`src/rtl/pc_fetch_unit_if.sv`:
```
// Fetch-unit bus: ADD4 loop, redirect inputs, imem handshake and decode-side outputs.
// The fetch unit connects through the master modport; its environment uses slave.
interface pc_fetch_unit_if;
  logic [31:0] pc_plus4;
  logic [31:0] pc_out;
  logic        jmp;
  logic [31:0] jmp_target;
  logic        br_taken;
  logic [31:0] br_target;
  logic        stall;
  logic        imem_req;
  logic        imem_ack;
  logic [31:0] imem_rdata;
  logic [31:0] instr;
  logic        instr_valid;
  logic        misalign;
  logic        add4_err;

  modport master (
    input  pc_plus4, jmp, jmp_target, br_taken, br_target, stall, imem_ack, imem_rdata,
    output pc_out, imem_req, instr, instr_valid, misalign, add4_err
  );

  modport slave (
    output pc_plus4, jmp, jmp_target, br_taken, br_target, stall, imem_ack, imem_rdata,
    input  pc_out, imem_req, instr, instr_valid, misalign, add4_err
  );
endinterface

```
`src/rtl/pc_fetch_unit.sv`:
```
// Program counter and one-outstanding instruction-fetch sequencer.
// Optional macro PC_CHECK_EN builds a sticky checker of the external ADD4 result.
module pc_fetch_unit #(
  parameter logic [31:0] RESET_PC = 32'h0000_0000
) (
  input logic            clk,
  input logic            rst,
  pc_fetch_unit_if.master bus
);

  typedef enum logic [1:0] {S_BOOT, S_REQ, S_HOLD} state_t;

  state_t      state_q, state_d;
  logic [31:0] pc_q, pc_d;
  logic [31:0] instr_q, instr_d;
  logic [31:0] pend_target_q, pend_target_d;
  logic        pend_valid_q, pend_valid_d;
  logic        imem_req_q, imem_req_d;
  logic        instr_valid_q, instr_valid_d;
  logic        misalign_q, misalign_d;

  logic        redir;
  logic        redir_misaligned;
  logic [31:0] raw_target;
  logic [31:0] redir_target;

  always_comb begin
    redir            = bus.jmp | bus.br_taken;
    raw_target       = bus.jmp ? bus.jmp_target : bus.br_target;
    redir_target     = {raw_target[31:2], 2'b00};
    redir_misaligned = redir && (raw_target[1:0] != 2'b00);

    state_d       = state_q;
    pc_d          = pc_q;
    instr_d       = instr_q;
    pend_target_d = pend_target_q;
    pend_valid_d  = pend_valid_q;
    misalign_d    = 1'b0;

    case (state_q)
      S_BOOT: state_d = S_REQ;
      S_REQ: begin
        misalign_d = redir_misaligned;
        if (!bus.imem_ack) begin
          if (redir) begin
            pend_valid_d  = 1'b1;
            pend_target_d = redir_target;
          end
        end else if (redir) begin
          pc_d         = redir_target;
          pend_valid_d = 1'b0;
        end else if (pend_valid_q) begin
          pc_d         = pend_target_q;
          pend_valid_d = 1'b0;
        end else begin
          instr_d = bus.imem_rdata;
          state_d = S_HOLD;
        end
      end
      S_HOLD: begin
        misalign_d = redir_misaligned;
        if (redir) begin
          pc_d    = redir_target;
          state_d = S_REQ;
        end else if (!bus.stall) begin
          pc_d    = bus.pc_plus4;
          state_d = S_REQ;
        end
      end
      default: state_d = S_BOOT;
    endcase

    // Request and valid flags are registered views of the next state.
    imem_req_d    = (state_d == S_REQ);
    instr_valid_d = (state_d == S_HOLD);
  end

  always_ff @(posedge clk) begin
    if (rst) begin
      state_q       <= S_BOOT;
      pc_q          <= RESET_PC;
      instr_q       <= 32'h0;
      pend_target_q <= 32'h0;
      pend_valid_q  <= 1'b0;
      imem_req_q    <= 1'b0;
      instr_valid_q <= 1'b0;
      misalign_q    <= 1'b0;
    end else begin
      state_q       <= state_d;
      pc_q          <= pc_d;
      instr_q       <= instr_d;
      pend_target_q <= pend_target_d;
      pend_valid_q  <= pend_valid_d;
      imem_req_q    <= imem_req_d;
      instr_valid_q <= instr_valid_d;
      misalign_q    <= misalign_d;
    end
  end

  assign bus.pc_out      = pc_q;
  assign bus.imem_req    = imem_req_q;
  assign bus.instr       = instr_q;
  assign bus.instr_valid = instr_valid_q;
  assign bus.misalign    = misalign_q;

`ifdef PC_CHECK_EN
  logic [31:0] pc_expect;
  logic        add4_err_q, add4_err_d;

  always_comb begin
    pc_expect  = pc_q + 32'd4;
    add4_err_d = add4_err_q | (bus.pc_plus4 != pc_expect);
  end

  always_ff @(posedge clk) begin
    if (rst) add4_err_q <= 1'b0;
    else     add4_err_q <= add4_err_d;
  end

  assign bus.add4_err = add4_err_q;
`else
  assign bus.add4_err = 1'b0;
`endif

endmodule

```
`src/flat_wrapper.sv`:
```
// flat-port wrapper written by rule: the top's interface ports become plain ports
module pc_fetch_unit_flat 
#(
  parameter logic [31:0] RESET_PC = 32'h0000_0000
)
  (clk, rst, bus_pc_plus4, bus_jmp, bus_jmp_target, bus_br_taken, bus_br_target, bus_stall, bus_imem_ack, bus_imem_rdata, bus_pc_out, bus_imem_req, bus_instr, bus_instr_valid, bus_misalign, bus_add4_err);
  pc_fetch_unit_if bus_i ();
  input logic clk;
  input logic rst;
  input wire logic [$bits(bus_i.pc_plus4)-1:0] bus_pc_plus4;
  input wire logic [$bits(bus_i.jmp)-1:0] bus_jmp;
  input wire logic [$bits(bus_i.jmp_target)-1:0] bus_jmp_target;
  input wire logic [$bits(bus_i.br_taken)-1:0] bus_br_taken;
  input wire logic [$bits(bus_i.br_target)-1:0] bus_br_target;
  input wire logic [$bits(bus_i.stall)-1:0] bus_stall;
  input wire logic [$bits(bus_i.imem_ack)-1:0] bus_imem_ack;
  input wire logic [$bits(bus_i.imem_rdata)-1:0] bus_imem_rdata;
  output wire logic [$bits(bus_i.pc_out)-1:0] bus_pc_out;
  output wire logic [$bits(bus_i.imem_req)-1:0] bus_imem_req;
  output wire logic [$bits(bus_i.instr)-1:0] bus_instr;
  output wire logic [$bits(bus_i.instr_valid)-1:0] bus_instr_valid;
  output wire logic [$bits(bus_i.misalign)-1:0] bus_misalign;
  output wire logic [$bits(bus_i.add4_err)-1:0] bus_add4_err;
  assign bus_i.pc_plus4 = bus_pc_plus4;
  assign bus_i.jmp = bus_jmp;
  assign bus_i.jmp_target = bus_jmp_target;
  assign bus_i.br_taken = bus_br_taken;
  assign bus_i.br_target = bus_br_target;
  assign bus_i.stall = bus_stall;
  assign bus_i.imem_ack = bus_imem_ack;
  assign bus_i.imem_rdata = bus_imem_rdata;
  assign bus_pc_out = bus_i.pc_out;
  assign bus_imem_req = bus_i.imem_req;
  assign bus_instr = bus_i.instr;
  assign bus_instr_valid = bus_i.instr_valid;
  assign bus_misalign = bus_i.misalign;
  assign bus_add4_err = bus_i.add4_err;
  pc_fetch_unit #(.RESET_PC(RESET_PC)) u_core (.clk(clk), .rst(rst), .bus(bus_i));
endmodule
```
`config.mk`:
```
export PLATFORM = sky130hd
export DESIGN_NAME = pc_fetch_unit_flat
export DESIGN_NICKNAME = d
export VERILOG_FILES = /design/src/rtl/pc_fetch_unit_if.sv /design/src/rtl/pc_fetch_unit.sv /design/src/flat_wrapper.sv
export SDC_FILE = /design/constraint.sdc
export NUM_CORES = 1
export LEC_CHECK = 0
export CAP_MARGIN = 10
export CELL_PAD_IN_SITES_DETAIL_PLACEMENT = 1
export CELL_PAD_IN_SITES_GLOBAL_PLACEMENT = 1
export CORE_MARGIN = 3
export CORE_UTILIZATION = 33
export CTS_BUF_LIST = sky130_fd_sc_hd__clkbuf_4 sky130_fd_sc_hd__clkbuf_8
export DETAILED_ROUTE_END_ITERATION = 12
export HOLD_SLACK_MARGIN = 0.1
export PLACE_DENSITY_LB_ADDON = 0.1
export SYNTH_ARGS = -nofsm -noshare
export SYNTH_HDL_FRONTEND = slang
export SYNTH_SLANG_ARGS = --single-unit
```
`constraint.sdc`:
```
create_clock -name clk -period 5 [get_ports clk]
set_input_delay 1 -clock clk [delete_from_list [all_inputs] [get_ports clk]]
set_output_delay 1 -clock clk [all_outputs]
set_load 0.005 [all_outputs]
```
==> out/qor.txt, run 1 <==
Status - finished clean
1st-pass router iterations - 4
Number of port buffers - 200
Core footprint - 13400 µm²
Leading cell type in the layout, fill and taps excluded - clkdlybuf4s50_1
Row cnt - 42
Clk_lat worst skew - 0.37 ns
Required @ worst endpoint - 5.22 ns
Critical Path, Cell by Cell - clkdlybuf4s50_1 > nor2_4 > buf_4 > nand3_1 > buf_4 > nand2_1 > a21oi_1
Most frequent cells in the layout - clkdlybuf4s50_1 (198), nand2_1 (125), dfxtp_1 (100), a21oi_1 (67), mux2i_1 (60)
Final Power - 1.70 mW
Pre-CTS WS - 1.28 ns
ANT nets after route - 0
Cells after synthesis - 563
Post-CTS setup buffer count - 0
Global-route wire length before repair - 24600 µm
Worst min path class - flip-flop to flip-flop
CP max stage delay - 0.68 ns
CP Data Arrival Time - 3.49 ns
Syn Nets - 701
Initial antenna violation count - 0
Slack of the critical path - 1.72 ns
Final setup vio count - 0
Switching fraction of total power - 28.2%
Proportion of layout cells with a drive suffix above 1 - 4.76%
HPWL after DPL - 11500 µm
Routed len/inst - 17.5 µm
Max-cap violations - 0
Clock skew - 0.00817 ns
Inserted Diodes - 0
Drt drc - 0
Avg Cell Area, Syn - 8.10 µm²
Final GP Congestion - 0.815
Most used cell, CP - buf_4
Area share of the largest cell type after synthesis - 43.9%
CTS clk-pin slew, worst paths - 0.10 ns
Vias - 4660
Crit path kind - input pin to flip-flop
Hold Slack - 0.462 ns
Critical-path top delay cell - nand3_1
Maximum buffer depth of the clock tree - 2
Nature of the critical path startpoint - input pin
Synth top area cells - dfxtp_1 (44%), mux2i_1 (13%), nand2_1 (10%)
CTS buffer count - 9
Post-layout minimum cycle time - 3.28 ns
Lkg Pwr - 2.39 nW
Total grt overflow - 0
Final instance count without filler cells - 911
Switching power of the nets - 0.478 mW
Ys Warns - 0
Reg power frac - 50.8%
Area leader, netlist - dfxtp_1
Yosys cell types - 31
Clock power frac - 28.0%
CTS Root Cell - clkbuf_8
1st-iter DRT viols - 266
H-Tree Depth - 3
Crit end category - flip-flop
Post-Syn Area - 4560 µm²
Die height - 124 µm
Period utilization - 65.6%
Setup TNS - 0 ns
Clock Sinks - 100
TritonCTS clock tree - done
Vias in the first global route - 4872
Starting Density - 34.0%
Unrepaired setup endpoints after global routing - no
Comb pwr share - 21.2%
Cell Int Power - 1.22 mW
Worst path bufs/invs - 3
Post-CTS sizing - 0
Die W - 124 µm
Post-CTS Hold Fix Bufs - 0
Power Dens Cells - 248 nW/µm²
Worst relative slew slack - 27.1%
Synthesized flop and latch total - 100
Critical Path Fanout Max - 24
Final nets - 868
Hold Vio Cnt, Final - 0
Vias per Instance - 5.12
Crit path max-delay family - buffers and inverters
Placed Instances - 894
Final WL - 16000 µm
Total global-route track usage - 20.5%
Layout area overhead - 50.0%
Worst slew pin tran - 1.09 ns
Die footprint - 15300 µm²
I/O Pins - 202
VDD IR max - 114 µV
Max Clock Freq - 0.305 GHz
Largest net degree at the start of global routing - 100
Sequential area share after synthesis - 43.9%
Max Slew Vio Count - 0
[path summary, 6_finish.rpt]
check	from	end	slack, ns	cells past startpoint
max reg2reg	u_core.state_q[1]	u_core.pend_target_q[25]	2.44	7
max	bus_br_taken	u_core.bus.instr[28]	1.72	7
min reg2reg	u_core.bus.instr[17]	u_core.bus.instr[17]	0.46	2
min	u_core.bus.instr[17]	u_core.bus.instr[17]	0.46	2
[synth_stat cells]
| cell type | number |
|---|---|
| nand2_1 | 125 |
| dfxtp_1 | 100 |
| a21oi_1 | 68 |
| mux2i_1 | 60 |
| clkbuf_1 | 35 |
| nor2_1 | 33 |
| o21ai_1 | 32 |
| a211oi_1 | 31 |
| nand4_1 | 30 |
| buf_2 | 13 |
| ha_1 | 4 |
| inv_1 | 4 |
| nand3_1 | 4 |
| buf_1 | 3 |
| and2_1 | 2 |
| and3_1 | 2 |
| nor4_1 | 2 |
| o21ai_0 | 2 |
| a211oi_2 | 1 |
| and2b_1 | 1 |
| buf_4 | 1 |
| buf_6 | 1 |
| conb_1 | 1 |
| inv_2 | 1 |
| nor3_1 | 1 |
| nor3_2 | 1 |
| nor4b_1 | 1 |
| o21a_1 | 1 |
| o311a_1 | 1 |
| o31ai_1 | 1 |
| or2_1 | 1 |
[sequential cells by signal (all words and copies together) (netlist names)]
signal                  cells
u_core.bus.misalign         1
u_core.pend_target_q       30
u_core.bus.instr_valid      1
u_core.bus.imem_req         1
u_core.bus.pc_out          32
u_core.state_q              2
u_core.pend_valid_q         1
u_core.bus.instr           32
[final cells by class]
cell class,count,area (µm²)
fillers,1606,6570
multi-input cells,405,2350
repair buffers,209,2070
flip-flops and latches,100,2000
well taps,176,220
clock buffers,10,131
clock inverters,6,40.0
inverters,5,18.8
[layer usage]
| layer | GRT usage [%] | routed length (µm) | vias up |
|---|---|---|---|
| met5 | 0 | 0 | - |
| met1 | 25.0 | 6810 | 2211 |
| met2 | 36.5 | 7950 | 140 |
| li1 | - | - | 2289 |
| met3 | 3.16 | 913 | 20 |
| met4 | 7.13 | 308 | 0 |
[logic make-up after synthesis]
family	count (synthesis)	synth area share [%]
AOI/OAI and AO/OA	137	17.1
and+or+nand+nor	203	19.2
muxes	60	13.2
adders and majority gates	4	1.10
other	1	0.0823
DFF	100	43.9
buffers and inverters	58	5.38
[power by group through the flow]
stage	sequential, mW	clock [mW]	combinational [mW]
6_report	0.862	0.476	0.360
5_1_grt	0.867	0.527	0.395
4_1_cts	0.862	0.494	0.364
3_5_place_dp	0.880	0	0.362
3_3_place_gp	0.879	0	0.351
2_1_floorplan	0.876	0	0.156
[worst register-to-register path, stage by stage, from the launching register on]
cell      delay [ns]
dfxtp_1         0.35
inv_1           0.12
ha_1            0.35
inv_2           0.12
nor3_4          0.60
buf_4           0.54
nor2_1          0.11
a211oi_1        0.27
[per-stage QoR]
stage | cell area, µm² | utilization (%)
3_5_place_dp | 6650 | 49.6
3_3_place_gp | 6650 | 49.6
6_report | 6840 | 51.0
4_1_cts | 6820 | 50.9
5_1_grt | 6840 | 51.0
2_1_floorplan | 4560 | -
No activity file was read; power rests on OpenSTA's default activity.
==> inputs of run 2 (changes only) <==
- CORE_UTILIZATION: 33 -> 27
- clock period: 5 -> 2.9 ns (I/O delays scaled with it)
==> run 2 against run 1 <==
Effect of this change:
- combinational power increased by 78%
- wire length increased by 6.3%
- die area increased by 21%
- core utilization decreased by 7.6 points
- first-iteration DRC count decreased by 38%
- global-route usage decreased by 2.2 points
- cell area increased by 2.7%
- setup slack got worse by 1.1 ns
==> out/qor.txt, run 2 (same netlist as run 1, synthesis figures left out) <==
Clock skew - 0.00432 ns (was 0.00817 ns)
Final GP Congestion - 0.764 (was 0.815)
GR peak layer - met2 (unchanged)
Most frequent cells in the layout - clkdlybuf4s50_1 (198), nand2_1 (125), dfxtp_1 (100), a21oi_1 (67), mux2i_1 (60) (unchanged)
Switching power of the nets - 0.849 mW (was 0.478 mW)
Worst R2R Path Depth - 6 (was 7)
Clk_lat worst skew - 0.38 ns (was 0.37 ns)
Required @ worst endpoint - 3.21 ns (was 5.22 ns)
Hold path start - u_core.bus.instr[27] (was u_core.bus.instr[17])
Worst slew pin tran - 0.642 ns (was 1.09 ns)
Worst R2R End - u_core.bus.pc_out[0] (was u_core.pend_target_q[25])
Finished Cell Area - 7020 µm² (was 6840 µm²)
Max Clock Freq - 0.443 GHz
Post-CTS setup buffer count - 0 (unchanged)
Total global-route track usage - 18.3% (was 20.5%)
Leading cell type in the layout, fill and taps excluded - clkdlybuf4s50_1 (unchanged)
Drt drc - 0 (unchanged)
Proportion of layout cells with a drive suffix above 1 - 6.04% (was 4.76%)
H-Tree Depth - 3 (unchanged)
Unrepaired setup endpoints after global routing - no (unchanged)
CTS Root Cell - clkbuf_8 (unchanged)
Die footprint - 18500 µm² (was 15300 µm²)
Placed instance area - 6790 µm² (was 6650 µm²)
R2R Path Start - u_core.state_q[0] (was u_core.state_q[1])
Vias per Instance - 4.84 (was 5.12)
Period utilization - 77.8%
Crit end category - flip-flop (unchanged)
Post-layout minimum cycle time - 2.26 ns
Hold endpoint - u_core.bus.instr[27] (was u_core.bus.instr[17])
Die W - 136 µm (was 124 µm)
Die height - 136 µm (was 124 µm)
Hold path depth - 2 (unchanged)
Row cnt - 46 (was 42)
Core footprint - 16200 µm² (was 13400 µm²)
Final setup vio count - 0 (unchanged)
Setup TNS - 0 ns (unchanged)
CP Data Arrival Time - 2.57 ns (was 3.49 ns)
Worst min path class - flip-flop to flip-flop (unchanged)
Switching fraction of total power - 27.0% (was 28.2%)
Clock power frac - 32.6% (was 28.0%)
Layout area overhead - 54.0% (was 50.0%)
Final WL - 17000 µm (was 16000 µm)
Number of port buffers - 200 (unchanged)
1st-pass router iterations - 4 (unchanged)
Hold Vio Cnt, Final - 0 (unchanged)
Max-cap violations - 0 (unchanged)
Reg-to-reg slack, setup - 0.64 ns (was 2.44 ns)
Initial antenna violation count - 0 (unchanged)
GR Util met3 - 4.00% (was 3.16%)
Nature of the critical path startpoint - flip-flop (was input pin)
Final nets - 878 (was 868)
TritonCTS clock tree - done (unchanged)
Post-CTS sizing - 0 (unchanged)
HPWL after DPL - 12600 µm (was 11500 µm)
Critical Path Fanout Max - 22 (was 24)
Cell Int Power - 2.30 mW (was 1.22 mW)
I/O Pins - 202 (unchanged)
Max Slew Vio Count - 0 (unchanged)
Clock Sinks - 100 (unchanged)
CTS buffer count - 9 (unchanged)
Maximum buffer depth of the clock tree - 2 (unchanged)
Total grt overflow - 0 (unchanged)
Starting Density - 28.2% (was 34.0%)
Vias in the first global route - 5030 (was 4872)
Largest net degree at the start of global routing - 57 (was 100)
Routed len/inst - 17.6 µm (was 17.5 µm)
Vias - 4654 (was 4660)
Worst relative slew slack - 57.2% (was 27.1%)
Met1 GRT Util - 23.2% (was 25.0%)
Global-route wire length before repair - 26700 µm (was 24600 µm)
Post-CTS Hold Fix Bufs - 0 (unchanged)
CTS clk-pin slew, worst paths - 0.10 ns (about the same)
ANT nets after route - 0 (unchanged)
VDD IR max - 290 µV (was 114 µV)
Power Dens Cells - 449 nW/µm² (was 248 nW/µm²)
Reg power frac - 47.1% (was 50.8%)
Crit path kind - flip-flop to flip-flop (was input pin to flip-flop)
Status - finished clean (unchanged)
Lkg Pwr - 2.45 nW (was 2.39 nW)
Grt met2 use - 30.9% (was 36.5%)
Critical Path Start - u_core.state_q[0] (was bus_br_taken)
Comb pwr share - 20.3% (was 21.2%)
1st-iter DRT viols - 164 (was 266)
run 2: cell count changes in the layout (fill, tap and decap cells not counted), moves of 2 or more:
cell	before	now
clkinvlp_4	1	3
bufinv_16	0	2
buf_4	9	19
clkinv_2	3	1
run 2: area by class of cell:
class	count	area, µm²
Clock inverter	6	87.6
Fill cell	1887	9150
Multi-Input combinational cell	405	2350
Clock buffer	10	138
Antenna cell	1	2.50
Timing Repair Buffer	219	2150
Inverter	5	18.8
Sequential cell	100	2000
Tap cell	216	270
run 2: critical path: stages, from the launching register on:
cell and delay [ns]:
dfxtp_1 0.36, inv_1 0.11, ha_2 0.46, buf_4 0.47, nor4b_1 0.48, nand3_1 0.14, a21oi_1 0.16
run 2: metrics by stage:
step	setup WS (ns)	util, %	total power, mW	instances	hold WS (ns)
floorplan	1.11	-	1.78	563	0.453
global placement	0.539	42.0	2.14	945	0.440
detailed placement	0.447	42.0	2.16	945	0.449
CTS	0.602	43.4	3.19	961	0.463
global route	0.397	43.4	3.30	961	0.490
finish	0.644	43.4	3.15	962	0.461
run 2: power groups by stage:
stage	Sequential [mW]	Combinational, mW	Clock (mW)
floorplan	1.51	0.270	0
global placement	1.52	0.629	0
detailed placement	1.52	0.645	0
CTS	1.49	0.649	1.06
global route	1.50	0.704	1.11
finish	1.49	0.640	1.03
run 2: per-layer routing:
metal  vias up  part of all wire, %
met5         -                    0
met4         0                  1.1
met3        10                  5.7
met2       120                   48
met1      2214                   45
li1       2310                    -
run 2: how the worst max path moves through the flow:
stage	end	slack [ns]
final	u_core.bus.pc_out[0]	0.64
after global routing	u_core.bus.pc_out[1]	0.40
after CTS	u_core.bus.pc_out[0]	0.60
after detailed placement	u_core.pend_target_q[23]	0.45
after global placement	u_core.pend_target_q[30]	0.54
after floorplan	u_core.bus.instr_valid	1.11
==> inputs of run 3 (changes only) <==
- clock period: 2.9 -> 2 ns (I/O delays scaled with it)
==> run 3 against run 2 <==
Effect of this change:
- first-iteration DRC count fell by 4.9%
- maximum frequency rose by 24%
- sequential power rose by 44%
- critical path type unchanged
- critical endpoint is now u_core.bus.pc_out[5]
- largest power group unchanged
- flip-flop and latch count did not move
- die area did not move
==> out/qor.txt, run 3 (same netlist as run 1, synthesis figures left out) <==
Post-CTS setup buffer count - 0 (unchanged)
Worst relative slew slack - 56.0% (was 57.2%)
Period utilization - 91.0% (was 77.8%)
Unrepaired setup endpoints after global routing - no (unchanged)
CTS Root Cell - clkbuf_8 (unchanged)
Maximum buffer depth of the clock tree - 2 (unchanged)
Die height - 136 µm (unchanged)
I/O Pins - 202 (unchanged)
Leading cell type in the layout, fill and taps excluded - clkdlybuf4s50_1 (unchanged)
Worst R2R Path Depth - 7 (was 6)
HPWL after DPL - 12800 µm (was 12600 µm)
Crit end category - flip-flop (unchanged)
Max-cap violations - 0 (unchanged)
Critical Path Fanout Max - 14 (was 22)
Worst R2R End - u_core.bus.pc_out[5] (was u_core.bus.pc_out[0])
Critical-path top delay cell - dfxtp_1 (was nor4b_1)
Max Slew Vio Count - 0 (unchanged)
Final GP Congestion - 0.747 (was 0.764)
1st-pass router iterations - 4 (unchanged)
Worst slew pin tran - 0.661 ns (was 0.642 ns)
CP max stage delay - 0.36 ns (was 0.48 ns)
Fillers - 1859 (was 1887)
Row cnt - 46 (unchanged)
Routed len/inst - 17.6 µm (about the same)
Largest net degree at the start of global routing - 57 (unchanged)
Post-layout minimum cycle time - 1.82 ns (was 2.26 ns)
Critical Path End - u_core.bus.pc_out[5] (was u_core.bus.pc_out[0])
Final instance count without filler cells - 969 (was 962)
H-Tree Depth - 3 (unchanged)
Total global-route track usage - 18.3% (about the same)
Crit path kind - flip-flop to flip-flop (unchanged)
R2R Path Start - u_core.state_q[0] (unchanged)
Layout area overhead - 56.1% (was 54.0%)
CTS buffer count - 9 (unchanged)
Drt drc - 0 (unchanged)
Critical Path, Cell by Cell - inv_1 > ha_2 > and2_1 > o21a_1 > buf_4 > o21ai_1 > a21oi_1 (was inv_1 > ha_2 > buf_4 > nor4b_1 > nand3_1 > a21oi_1)
Final WL - 17100 µm (was 17000 µm)
Clock Sinks - 100 (unchanged)
Setup TNS - 0 ns (unchanged)
Placed Instances - 953 (was 945)
Lkg Pwr - 2.51 nW (was 2.45 nW)
ANT nets after route - 0 (unchanged)
Core footprint - 16200 µm² (unchanged)
Power Dens Cells - 615 nW/µm² (was 449 nW/µm²)
Clk_lat worst skew - 0.36 ns (was 0.38 ns)
CTS clk-pin slew, worst paths - 0.09 ns (was 0.10 ns)
Reg-to-reg slack, setup - 0.18 ns (was 0.64 ns)
Post-CTS Hold Fix Bufs - 0 (unchanged)
Final setup vio count - 0 (unchanged)
VDD IR max - 280 µV (was 290 µV)
Die W - 136 µm (unchanged)
Post-CTS sizing - 0 (unchanged)
Number of port buffers - 200 (unchanged)
Most frequent cells in the layout - clkdlybuf4s50_1 (198), nand2_1 (125), dfxtp_1 (100), a21oi_1 (67), mux2i_1 (60) (unchanged)
Total grt overflow - 0 (unchanged)
Max Clock Freq - 0.549 GHz (was 0.443 GHz)
Status - finished clean (unchanged)
TritonCTS clock tree - done (unchanged)
Vias per Instance - 4.87 (was 4.84)
Final Power - 4.37 mW (was 3.15 mW)
Die footprint - 18500 µm² (unchanged)
CP Data Arrival Time - 2.11 ns (was 2.57 ns)
Vias - 4723 (was 4654)
Required @ worst endpoint - 2.29 ns (was 3.21 ns)
Starting Density - 28.2% (unchanged)
Hold Vio Cnt, Final - 0 (unchanged)
Vias in the first global route - 5181 (was 5030)
Final nets - 886 (was 878)
Nature of the critical path startpoint - flip-flop (unchanged)
Worst min path class - flip-flop to flip-flop (unchanged)
Global-route wire length before repair - 26700 µm (about the same)
Critical Path Start - u_core.state_q[0] (unchanged)
Initial antenna violation count - 0 (unchanged)
Clock skew - 0.00427 ns (was 0.00432 ns)
1st-iter DRT viols - 156 (was 164)
Proportion of layout cells with a drive suffix above 1 - 6.91% (was 6.04%)
-- run 3: changes by cell type in the layout (fill, tap and decap cells not counted), moves of 2 or more --
cell	change
buf_12	+6
bufinv_16	-2
buf_4	+2
clkinvlp_4	-2
clkbuf_4	+3
-- run 3: cell type report --
type	count	area (µm²)	share of cell area, %
sequential	100	2000	28.1
clock inverter	1	7.51	0.106
inverter	5	18.8	0.264
timing repair buffer	227	2280	32.1
tap	216	270	3.80
multi-input combinational	405	2350	33.1
clock buffer	14	174	2.45
antenna	1	2.50	0.0352
-- run 3: worst max-delay path: cells and delay by family (launching register included) --
kind	cells	cell delay, ns
buffers and inverters	2	0.38
AO/OA/AOI/OAI	3	0.46
AND/OR/NAND/NOR	1	0.22
flip-flops	1	0.36
adder cells (fa/ha/maj)	1	0.32
-- run 3: how the worst min path moves through the flow --
stage / startpoint / endpoint / slack [ns] / depth (start not counted)
global route: u_core.bus.instr[0] / u_core.bus.instr[0] / 0.48 / 2
floorplan: u_core.bus.instr[0] / u_core.bus.instr[0] / 0.45 / 2
detailed placement: u_core.bus.instr[13] / u_core.bus.instr[13] / 0.45 / 2
CTS: u_core.bus.instr[13] / u_core.bus.instr[13] / 0.46 / 2
finish: u_core.bus.instr[13] / u_core.bus.instr[13] / 0.46 / 2
global placement: u_core.bus.instr[13] / u_core.bus.instr[13] / 0.44 / 2
-- run 3: power breakdown --
part	switching, mW	internal (mW)	leakage [nW]
clock	0.700	0.559	0.0930
combinational	0.428	0.531	1.60
sequential	0.0587	2.09	0.815
-- run 3: metal layers --
metal  GRT usage [%]  vias up  wire, µm
met5               0        -         0
met3            3.74       16       996
met4            6.10        0       258
met1            23.6     2240      7580
met2            30.5      136      8240
li1                -     2331         -
-- run 3: through the flow --
step | worst slack [ns] | hold slack, ns | utilization [%] | area, µm²
finish | 0.180 | 0.459 | 44.0 | 7110
global route | 0.00134 | 0.482 | 44.0 | 7110
CTS | 0.168 | 0.461 | 44.0 | 7110
detailed placement | 0.000865 | 0.447 | 42.8 | 6930
global placement | 0.0403 | 0.442 | 42.8 | 6930
floorplan | 0.347 | 0.453 | - | 4560
